## config.mk

```make
export PLATFORM = sky130hd
export DESIGN_NAME = serial_subtractor
export DESIGN_NICKNAME = d
export VERILOG_FILES = /design/src/rtl/serial_subtractor.sv
export SDC_FILE = /design/constraint.sdc
export NUM_CORES = 1
export LEC_CHECK = 0
export CAP_MARGIN = 20
export CORE_UTILIZATION = 40
export CTS_BUF_LIST = sky130_fd_sc_hd__clkbuf_2 sky130_fd_sc_hd__clkbuf_4 sky130_fd_sc_hd__clkbuf_8
export CTS_CLUSTER_SIZE = 14
export DETAILED_ROUTE_END_ITERATION = 6
export GPL_ROUTABILITY_DRIVEN = 0
export GPL_TIMING_DRIVEN = 0
export PLACE_DENSITY_LB_ADDON = 0.08
export SLEW_MARGIN = 40
export SYNTH_ARGS = -nofsm -noshare
export SYNTH_HDL_FRONTEND = slang
export SYNTH_SLANG_ARGS = --single-unit
```

## constraint.sdc

```tcl
create_clock -name clk -period 1.2 [get_ports clk]
set_clock_uncertainty 0.05 [all_clocks]
set_input_delay 0.24 -clock clk [delete_from_list [all_inputs] [get_ports clk]]
set_output_delay 0.24 -clock clk [all_outputs]
set_load 0.02 [all_outputs]
```

## src/rtl/serial_subtractor.sv

```systemverilog
// ---------------------------------------------------------------------------
// serial_subtractor
//
// Bit-serial two's-complement subtractor: diff = a - b - bin, one bit per
// clock, LSB first, using a single borrow flip-flop. A start/done handshake
// lets the sequencer trade latency (WIDTH cycles) for area.
//
// Parameters
//   WIDTH  operand/result width, 2..16 (default 4)
//
// Ports
//   clk    rising-edge clock
//   rst    synchronous active-high reset (aborts any operation)
//   start  request, sampled only in IDLE or DONE
//   a, b   minuend / subtrahend, sampled on the accepting edge
//   bin    borrow-in, sampled on the accepting edge
//   busy   high while bits are being shifted
//   done   one-cycle pulse when diff/bout/flags are valid
//   diff   result register, holds until the next completion
//   bout   final borrow-out, holds with diff
//   zero   diff == 0
//   neg    diff[WIDTH-1]
//   ovf    signed overflow
//
// Configuration
//   SERIAL_SUB_FLAGS_EN  when defined, zero/neg/ovf are computed and
//                        registered at completion; otherwise tied to 0.
// ---------------------------------------------------------------------------
module serial_subtractor #(
    parameter int WIDTH = 4
) (
    input  logic             clk,
    input  logic             rst,
    input  logic             start,
    input  logic [WIDTH-1:0] a,
    input  logic [WIDTH-1:0] b,
    input  logic             bin,
    output logic             busy,
    output logic             done,
    output logic [WIDTH-1:0] diff,
    output logic             bout,
    output logic             zero,
    output logic             neg,
    output logic             ovf
);

    localparam int CNT_W = $clog2(WIDTH);

    typedef enum logic [1:0] {
        IDLE  = 2'd0,
        SHIFT = 2'd1,
        DONE  = 2'd2
    } state_t;

    state_t           state;
    logic [WIDTH-1:0] sa;
    logic [WIDTH-1:0] sb;
    logic [WIDTH-1:0] res;
    logic             br;
    logic [CNT_W-1:0] cnt;

    logic             d;
    logic             br_nxt;
    logic [WIDTH-1:0] res_nxt;
    logic             accept;
    logic             last;

    // Full-subtractor borrow: borrow when x < y + bi.
    function automatic logic borrow_next(input logic x, input logic y, input logic bi);
        return (~x & y) | (~(x ^ y) & bi);
    endfunction

    always_comb begin
        d       = sa[0] ^ sb[0] ^ br;
        br_nxt  = borrow_next(sa[0], sb[0], br);
        // New bit enters at the MSB; after WIDTH shifts the LSB sits at bit 0.
        res_nxt = {d, res[WIDTH-1:1]};
        accept  = start && ((state == IDLE) || (state == DONE));
        last    = (state == SHIFT) && (cnt == CNT_W'(WIDTH - 1));
    end

    always_ff @(posedge clk) begin
        if (rst) begin
            state <= IDLE;
            sa    <= '0;
            sb    <= '0;
            res   <= '0;
            br    <= 1'b0;
            cnt   <= '0;
            busy  <= 1'b0;
            done  <= 1'b0;
            diff  <= '0;
            bout  <= 1'b0;
        end else begin
            done <= 1'b0;
            case (state)
                IDLE, DONE: begin
                    if (accept) begin
                        sa    <= a;
                        sb    <= b;
                        br    <= bin;
                        cnt   <= '0;
                        busy  <= 1'b1;
                        state <= SHIFT;
                    end else begin
                        state <= IDLE;
                    end
                end
                SHIFT: begin
                    sa  <= sa >> 1;
                    sb  <= sb >> 1;
                    br  <= br_nxt;
                    res <= res_nxt;
                    cnt <= cnt + 1'b1;
                    if (last) begin
                        diff  <= res_nxt;
                        bout  <= br_nxt;
                        busy  <= 1'b0;
                        done  <= 1'b1;
                        state <= DONE;
                    end
                end
                default: begin
                    busy  <= 1'b0;
                    state <= IDLE;
                end
            endcase
        end
    end

`ifdef SERIAL_SUB_FLAGS_EN
    // Operand MSBs are captured at accept because sa/sb are shifted away.
    logic a_msb;
    logic b_msb;

    always_ff @(posedge clk) begin
        if (rst) begin
            a_msb <= 1'b0;
            b_msb <= 1'b0;
            zero  <= 1'b0;
            neg   <= 1'b0;
            ovf   <= 1'b0;
        end else begin
            if (accept) begin
                a_msb <= a[WIDTH-1];
                b_msb <= b[WIDTH-1];
            end
            if (last) begin
                zero <= (res_nxt == '0);
                neg  <= res_nxt[WIDTH-1];
                ovf  <= (a_msb != b_msb) && (res_nxt[WIDTH-1] != a_msb);
            end
        end
    end
`else
    assign zero = 1'b0;
    assign neg  = 1'b0;
    assign ovf  = 1'b0;
`endif

endmodule

```

======== Word level (Yosys, flattened, before mapping) ========
Index checks and enable logic that the tools add are counted.
word-level totals
  register bits ........................... 24
  logic and storage cells ................. 49
  output and inout port bits .............. 10
operators by class
  reductions and logical operators ........ 10
  add/subtract/negate cells ............... 1
  muxes and demuxes ....................... 15
  equal/unequal tests ..................... 5
  bitwise logic cells ..................... 8
operators with widths
  kind                 count
  $pmux 4 s2           2
  $mux 4               2
  $pmux 2 s2           2
  $reduce_and 2->1     3
  $mux 1               5
  $eq 2x2->1 const B   2
  $mux 2               2
  $ne 2x2->1 const B   2
  $pmux 1 s2           2
  $reduce_or 2->1      2
  $not 1->1            3
  $add 2x1->2 const B  1
  $and 1x1->1          2
  $eq 2x1->1 const B   1
  $logic_and 1x1->1    2
  $logic_not 2->1      1
  $reduce_bool 2->1    1
  $xor 1x1->1          2
  $logic_or 1x1->1     1
  $or 1x1->1           1

======== Depth between registers and ports, before layout ========
Gate-level depths: netlist (run 1).
  depth after elaboration ................. 5
  depth in mapped cells ................... 5
  mapped depth without buffers ............ 4

======== Least setup slack after synthesis (run 1) ========
No wires, ideal clock.
  path kind ............................... flip-flop to flip-flop
  start point ............................. reg sb[0]
  end point ............................... reg diff[3]
  arrival time ............................ 1023 ps
  stages on the path, launching flop included .. 5
  library setup time ...................... 71 ps
  path buffers ............................ 0
  clock period less this slack ............ 1143 ps
  slack ................................... 57 ps
  required time ........................... 1079 ps
  cells stage by stage .................... dfxtp_1 > inv_1 > fa_1 > nand3_1 > a21oi_1
between the ends
  cells in the longest elaborated chain, start to end .. 2
RTL lines
  what                      line  source
  from (decl)               57    logic [WIDTH-1:0] sb;
  from (signal assigned)    111   sb <= sb >> 1;
  $xor 1x1->1 (2 in a row)  74    d = sa[0] ^ sb[0] ^ br;
  net d                     62    logic d;
  to (signal assigned)      116   diff <= res_nxt;
  to (decl)                 40    output logic [WIDTH-1:0] diff,
The timed path passes the listed nets, and every way through them passes these cells.
A chain may end at the register's enable or synchronous reset.

======== Final worst setup path (run 1) ========
  start point ............................. reg sa[0]
  end point ............................... reg diff[3]
between the ends
  cells in the longest elaborated chain, start to end .. 2
RTL lines
  what                      line  source
  from (decl)               56    logic [WIDTH-1:0] sa;
  from (signal assigned)    110   sa <= sa >> 1;
  $xor 1x1->1 (2 in a row)  74
  net d                     62
The timed path passes the listed nets, and every way through them passes these cells.

==> insert_results.sql, run 1 <==
INSERT INTO impl_metrics (metric_group, metric, value, unit) VALUES
('timing', 'finalWorstSetupSlack', '-25.96', 'ps'),
('cells_and_area', 'final_layout_size_suffix_gt1_frac', '0.2908', ''),
('synthesis', 'synth_compound_area_frac', '0.1607', ''),
('drt', 'route.detailed.wl_per_inst', '12.05', 'um'),
('critical_path', 'worstSetupStartpointType', 'flip-flop', ''),
('timing', 'min_period', '1226', 'ps'),
('synthesis', 'postSynthCellCount', '113', ''),
('synthesis', 'yosys_warnings', '0', ''),
('synthesis', 'yosys_most_used_dff', 'sky130_fd_sc_hd__dfxtp_1', ''),
('power', 'share_seq_of_total_power', '0.578', ''),
('critical_path', 'path_delay_family', 'adder cells', ''),
('drt', 'wl', '2.037', 'mm'),
('floorplanning', 'dieArea', '2573', 'um^2'),
('drt', 'maxUsedRoutingLayer', 'met4', ''),
('synthesis', 'synth_top_cell_area_share', '0.4848', ''),
('critical_path', 'critical_path.slowest_cell', 'sky130_fd_sc_hd__fa_1', ''),
('floorplanning', 'fp-row-count', '17', ''),
('floorplanning', 'core_area', '2233', 'um^2'),
('status', 'failed_checks', 'negative setup slack', ''),
('power', 'static-leakage-power', '0.5072', 'nW'),
('critical_path', 'critical_path_buf_inv_count', '0', ''),
('cells_and_area', 'multi_input_comb_area', '452.9', 'um^2'),
('cells_and_area', 'final_cells', '169', ''),
('clocking', 'cts_root_buffer', 'sky130_fd_sc_hd__clkbuf_4', ''),
('drt', 'vias_per_cell', '5.024', ''),
('timing', 'setup-violations-final', '2', ''),
('clocking', 'cts.sink_count', '23', ''),
('synthesis', 'post_synth_fa_ha_maj_area_fraction', '0.03426', ''),
('drt', 'via_count', '849', ''),
('cells_and_area', 'diodes', '0', ''),
('power', 'p_sw', '0.3858', 'mW'),
('critical_path', 'path_max_fanout', '2', ''),
('global_route', 'first_global_vias', '768', ''),
('timing', 'max_clock_freq', '815.7', 'MHz'),
('synthesis', 'synthDistinctLibCells', '22', ''),
('synthesis', 'yosys-mux-area-fraction', '0', ''),
('clocking', 'clk-insertion-delay-late', '310', 'ps'),
('placed_design', 'dp_hpwl', '1.407', 'mm'),
('clocking', 'clk_pin_slew_worst_paths', '120', 'ps'),
('cells_and_area', 'finalNetCount', '156', ''),
('timing', 'tns', '-33.72', 'ps'),
('synthesis', 'yosys_register_bits', '23', ''),
('drt', 'dr_pass1_iterations', '4', ''),
('floorplanning', 'initial_core_util', '0.4252', ''),
('cells_and_area', 'area_delta_synth_final', '32.28', '%'),
('clocking', 'cts_inserted_buffers', '3', ''),
('power', 'pwr-share-comb', '0.179', ''),
('drt', 'route.met3.wl', '90', 'um'),
('status', 'outcome', 'finished, violations left', ''),
('cells_and_area', 'utilization_after_layout', '0.5625', ''),
('power', 'clock_power_share', '0.243', ''),
('clocking', 'cts_tree', 'done', ''),
('placed_design', 'post-place-cells', '161', ''),
('timing', 'final_max_slew_viol_count', '0', ''),
('drt', 'dr.first_iter.drc_count', '21', ''),
('power', 'power.density_cell_area', '1151', 'nW/um^2'),
('synthesis', 'cell_area_synth', '949.7', 'um^2'),
('cells_and_area', 'finish.instance_area', '1256', 'um^2'),
('drt', 'wirelength_met1', '1.006', 'mm'),
('global_route', 'antenna_found_initial', '0', ''),
('power', 'internal_power', '1.060', 'mW'),
('synthesis', 'synthTopCellsByCount', 'sky130_fd_sc_hd__nand2_1, sky130_fd_sc_hd__dfxtp_1, sky130_fd_sc_hd__a21oi_1, sky130_fd_sc_hd__nor2_1, sky130_fd_sc_hd__nand3_1', ''),
('clocking', 'buffer_depth_of_the_longest_clock_path', '2', ''),
('timing', 'rsz0062_at_grt', 'yes', ''),
('global_route', 'overflow', '0', ''),
('cells_and_area', 'fillerInstances', '227', ''),
('placed_design', 'post_dp_cell_area', '1172', 'um^2'),
('min_path', 'path_type_of_the_worst_min_delay_path', 'flip-flop to flip-flop', ''),
('floorplanning', 'num_io_pins', '22', ''),
('drt', 'drt_drc_violations_left', '0', ''),
('timing', 'layout_worst_path_cycle_share', '1.022', '');
cells by family after synthesis:
kind of cell / count (synthesis)
AO/OA/AOI/OAI: 24
flip-flops: 23
buffers and inverters: 13
adder cells (fa/ha/maj): 2
AND/OR/NAND/NOR: 50
other: 1
worst reg2reg max path, stage by stage (launching register included):
cell and delay (ps):
sky130_fd_sc_hd__dfxtp_2 360, sky130_fd_sc_hd__fa_1 570, sky130_fd_sc_hd__nand3_1 70, sky130_fd_sc_hd__a21oi_1 120
layout by cell type (no fill, tap or decap), drive strengths merged:
| cell | netlist | final |
|---|---|---|
| a21oi | 14 | 14 |
| a2bb2oi | 1 | 1 |
| a311oi | 7 | 7 |
| and2b | 1 | 1 |
| buf | 9 | 20 |
| clkbuf | 2 | 5 |
| clkdlybuf4s50 | 0 | 10 |
| clkinv | 0 | 1 |
| conb | 1 | 3 |
| dfxtp | 23 | 23 |
| dlymetal6s2s | 0 | 1 |
| fa | 1 | 1 |
| ha | 1 | 1 |
| inv | 2 | 2 |
| nand2 | 25 | 25 |
| nand2b | 2 | 2 |
| nand3 | 9 | 9 |
| nand3b | 1 | 1 |
| nor2 | 10 | 10 |
| nor2b | 1 | 1 |
| o21a | 1 | 1 |
| o21ai | 1 | 1 |
| or2b | 1 | 1 |
area by class of cell:
cell class,instances,share of cell area
flip-flops and latches,23,0.3755
multi-input cells,79,0.3606
repair buffers,23,0.1454
plain buffers,10,0.06275
well taps,28,0.02789
clock buffers,3,0.01793
inverters,2,0.005976
clock inverters,1,0.003984
state kept, by name, indices dropped and copies added (netlist names):
register / count
sa: 4
br: 1
res: 3
busy: 1
cnt: 2
bout: 1
sb: 4
state: 2
done: 1
diff: 4
timing repair:
action | in CTS | in global routing
endpoints found under the setup margin | 20 | 22
gates cloned | 0 | 1
pin swaps | 4 | 3
resized for setup | 39 | 15
hold buffers | 0 | 0
setup buffers | 4 | 0
per-layer routing:
metal	GRT usage	vias up
li1	-	430
met1	0.2467	402
met2	0.2778	15
met3	0.02727	2
met4	0.08333	0
met5	0	-
power groups by stage:
stage / sequential, mW / combinational, mW / clock, mW
final: 0.835 / 0.259 / 0.351
after global routing: 0.842 / 0.287 / 0.413
after CTS: 0.834 / 0.244 / 0.362
after detailed placement: 0.846 / 0.236 / 0
after global placement: 0.845 / 0.232 / 0
after floorplan: 0.844 / 0.153 / 0
worst min-delay path by stage:
stage,from,endpoint,slack [ps],depth (start not counted)
after floorplan,rst,bout$_SDFFE_PP0P_,260,1
after global placement,diff[1]$_SDFFE_PP0P_,diff[1]$_SDFFE_PP0P_,390,2
after detailed placement,diff[2]$_SDFFE_PP0P_,diff[2]$_SDFFE_PP0P_,400,2
after CTS,diff[2]$_SDFFE_PP0P_,diff[2]$_SDFFE_PP0P_,420,2
after global routing,b[3],sb[3]$_SDFFE_PP0P_,440,3
final,diff[0]$_SDFFE_PP0P_,diff[0]$_SDFFE_PP0P_,410,2
through the flow:
stage,hold slack (ps),total power [mW],setup slack (ps)
global placement,394.0,1.077,-311.5
floorplan,262.1,0.9973,56.54
global route,435.5,1.542,-94.22
CTS,415.8,1.440,-18.66
detailed placement,404.2,1.083,-332.8
finish,414.7,1.446,-25.96
(Power assumes the default switching activity.)
==> run 2: changes to the inputs <==
--- a/config.mk
+++ b/config.mk
@@ -13,6 +13,7 @@
 export GPL_ROUTABILITY_DRIVEN = 0
 export GPL_TIMING_DRIVEN = 0
 export PLACE_DENSITY_LB_ADDON = 0.08
+export REMOVE_ABC_BUFFERS = 1
 export SLEW_MARGIN = 40
 export SYNTH_ARGS = -nofsm -noshare
 export SYNTH_HDL_FRONTEND = slang
==> run 2 against run 1 <==
  * Die area stayed put
  * Non-clock buffer count is 9 lower
  * Highest routed layer unchanged
  * First-iteration DRC count down 4.8%
  * Register-to-register slack hardly changed
  * Combinational power shrank 15%
  * Sequential share of layout area increased by 2.2 points
  * Critical path type unchanged
  * The run still ends with negative setup slack left
  * Critical path depth unchanged
  * Worst hold slack worse by 140 ps
  * Via count shrank 2.9%
  * Power down 2.1%
  * Clock power rose by 2%
  * Routed wire length is 11% lower
==> insert_results.sql, run 2 (synthesis results as in run 1) <==
INSERT INTO impl_metrics (metric_group, metric, value, unit) VALUES
('clocking', 'clk_pin_slew_worst_paths', '130', 'ps'),
('global_route', 'grt_max_degree', '24', ''),
('floorplanning', 'initial_core_util', '0.4252', ''),
('clocking', 'cts_root_buffer', 'sky130_fd_sc_hd__clkbuf_4', ''),
('global_route', 'grtUsageTotal', '0.1565', ''),
('critical_path', 'cp.required', '1400', 'ps'),
('floorplanning', 'dieArea', '2573', 'um^2'),
('drt', 'via_count', '824', ''),
('cells_and_area', 'final_common_cell', 'sky130_fd_sc_hd__nand2_1', ''),
('cells_and_area', 'final_cells', '161', ''),
('power', 'static-leakage-power', '0.4591', 'nW'),
('floorplanning', 'die_x', '50.73', 'um'),
('timing', 'max_clock_freq', '822.6', 'MHz'),
('placed_design', 'dp_hpwl', '1.104', 'mm'),
('drt', 'route.detailed.wl_per_inst', '11.20', 'um'),
('power', 'power.density_cell_area', '1194', 'nW/um^2'),
('critical_path', 'endpoint_kind', 'flip-flop', ''),
('timing', 'min_period', '1216', 'ps'),
('cells_and_area', 'finalNetCount', '148', ''),
('critical_path', 'worstSetupStartpointType', 'flip-flop', ''),
('cells_and_area', 'area_delta_synth_final', '24.90', '%'),
('timing', 'finalWorstSetupSlack', '-15.68', 'ps'),
('timing', 'layout_worst_path_cycle_share', '1.013', ''),
('critical_path', 'criticalPathCategory', 'flip-flop to flip-flop', ''),
('global_route', 'first_global_vias', '731', ''),
('drt', 'drt.antenna.violating_nets', '0', ''),
('timing', 'rsz0062_at_grt', 'yes', ''),
('global_route', 'overflow', '0', ''),
('placed_design', 'post-place-cells', '150', ''),
('timing', 'setup-violations-final', '2', ''),
('clocking', 'h-tree-depth', '1', ''),
('placed_design', 'port_buffers', '18', ''),
('cells_and_area', 'diodes', '0', ''),
('drt', 'drt_drc_violations_left', '0', ''),
('cells_and_area', 'largest_registers', 'diff: 4 flops, sa: 4 flops, sb: 4 flops', ''),
('min_path', 'path_type_of_the_worst_min_delay_path', 'input pin to flip-flop', ''),
('timing', 'tns', '-16.44', 'ps'),
('status', 'outcome', 'finished, violations left', ''),
('drt', 'dr.first_iter.drc_count', '20', ''),
('clocking', 'clk-insertion-delay-late', '310', 'ps'),
('clocking', 'cts_inserted_buffers', '3', ''),
('critical_path', 'path_max_fanout', '2', ''),
('clocking', 'cts.sink_count', '23', ''),
('clocking', 'cts_tree', 'done', ''),
('global_route', 'antenna_found_initial', '0', ''),
('clocking', 'buffer_depth_of_the_longest_clock_path', '2', ''),
('timing', 'final_max_slew_viol_count', '0', ''),
('critical_path', 'worst_ep_arrival_time', '1420', 'ps'),
('floorplanning', 'dieHeight', '50.73', 'um'),
('cells_and_area', 'final_cell_mix', 'sky130_fd_sc_hd__nand2_1, sky130_fd_sc_hd__dfxtp_1, sky130_fd_sc_hd__a21oi_1, sky130_fd_sc_hd__nor2_1, sky130_fd_sc_hd__clkdlybuf4s50_1', ''),
('timing', 'finalHoldViolCount', '0', ''),
('drt', 'wl', '1.803', 'mm'),
('flow_run', 'maximum_capacitance_violations', '0', ''),
('global_route', 'first_pass_grt_wire_length', '3.042', 'mm'),
('floorplanning', 'num_io_pins', '22', ''),
('floorplanning', 'core_area', '2233', 'um^2'),
('drt', 'dr_pass1_iterations', '4', ''),
('cells_and_area', 'final_layout_size_suffix_gt1_frac', '0.2481', ''),
('drt', 'vias_per_cell', '5.118', ''),
('status', 'failed_checks', 'negative setup slack', ''),
('floorplanning', 'fp-row-count', '17', ''),
('power', 'vdd.ir_drop.worst', '692.6', 'uV');
-- run 2: report_power, final --
part | leakage [nW] | switching (mW) | internal (mW)
registers | 0.191 | 0.0313 | 0.807
logic | 0.250 | 0.115 | 0.104
clock network | 0.0177 | 0.234 | 0.124
total | 0.459 | 0.380 | 1.04
-- run 2: area by class of cell --
cell class	instances	area [um^2]
Tap cell	28	35.03
Inverter	2	7.507
Clock inverter	1	5.005
Multi-Input combinational cell	80	459.2
Fill cell	227	1047
Clock buffer	3	22.52
Sequential cell	23	471.7
Timing Repair Buffer	24	185.2
-- run 2: per-layer routing --
metal | part of all wire | routed length, um | track usage
met1 | 0.45 | 817 | 0.1835
met5 | 0 | 0 | 0
met3 | 0.042 | 75 | 0.03030
met2 | 0.50 | 896 | 0.2733
met4 | 0.0072 | 13 | 0.06944
-- run 2: worst paths after layout --
check | cells past startpoint | slack (ps) | startpoint | endpoint
worst max-delay path | 3 | -20 | sa[0]$_SDFFE_PP0P_ | diff[3]$_SDFFE_PP0P_
worst min-delay path | 2 | 270 | rst | done$_SDFF_PP0_
worst max register to register | 3 | -20 | sa[0]$_SDFFE_PP0P_ | diff[3]$_SDFFE_PP0P_
worst min register to register | 2 | 410 | diff[3]$_SDFFE_PP0P_ | diff[3]$_SDFFE_PP0P_
-- run 2: worst max-delay path: stages, from the launching register on --
cell and delay [ps]:
sky130_fd_sc_hd__dfxtp_2 360, sky130_fd_sc_hd__fa_2 570, sky130_fd_sc_hd__nand3_1 70, sky130_fd_sc_hd__a21oi_1 110
-- run 2: metrics by stage --
step	hold WS (ps)	total power [mW]	area, um^2	util	setup WS (ps)
2_1_floorplan	259.1	0.9615	882.1	-	-9.507
3_3_place_gp	393.2	1.040	1097	0.4913	-606.0
3_5_place_dp	399.7	1.045	1097	0.4913	-635.1
4_1_cts	413.5	1.412	1150	0.5148	-26.60
5_1_grt	296.1	1.495	1186	0.5311	-79.09
6_report	274.1	1.416	1186	0.5311	-15.68
-- run 2: repair_timing --
item,in CTS,in global routing
gates resized for setup,42,6
setup endpoints to repair,30,14
setup buffers,2,4
pin swaps,1,1
hold buffers,0,0
cloned,0,1
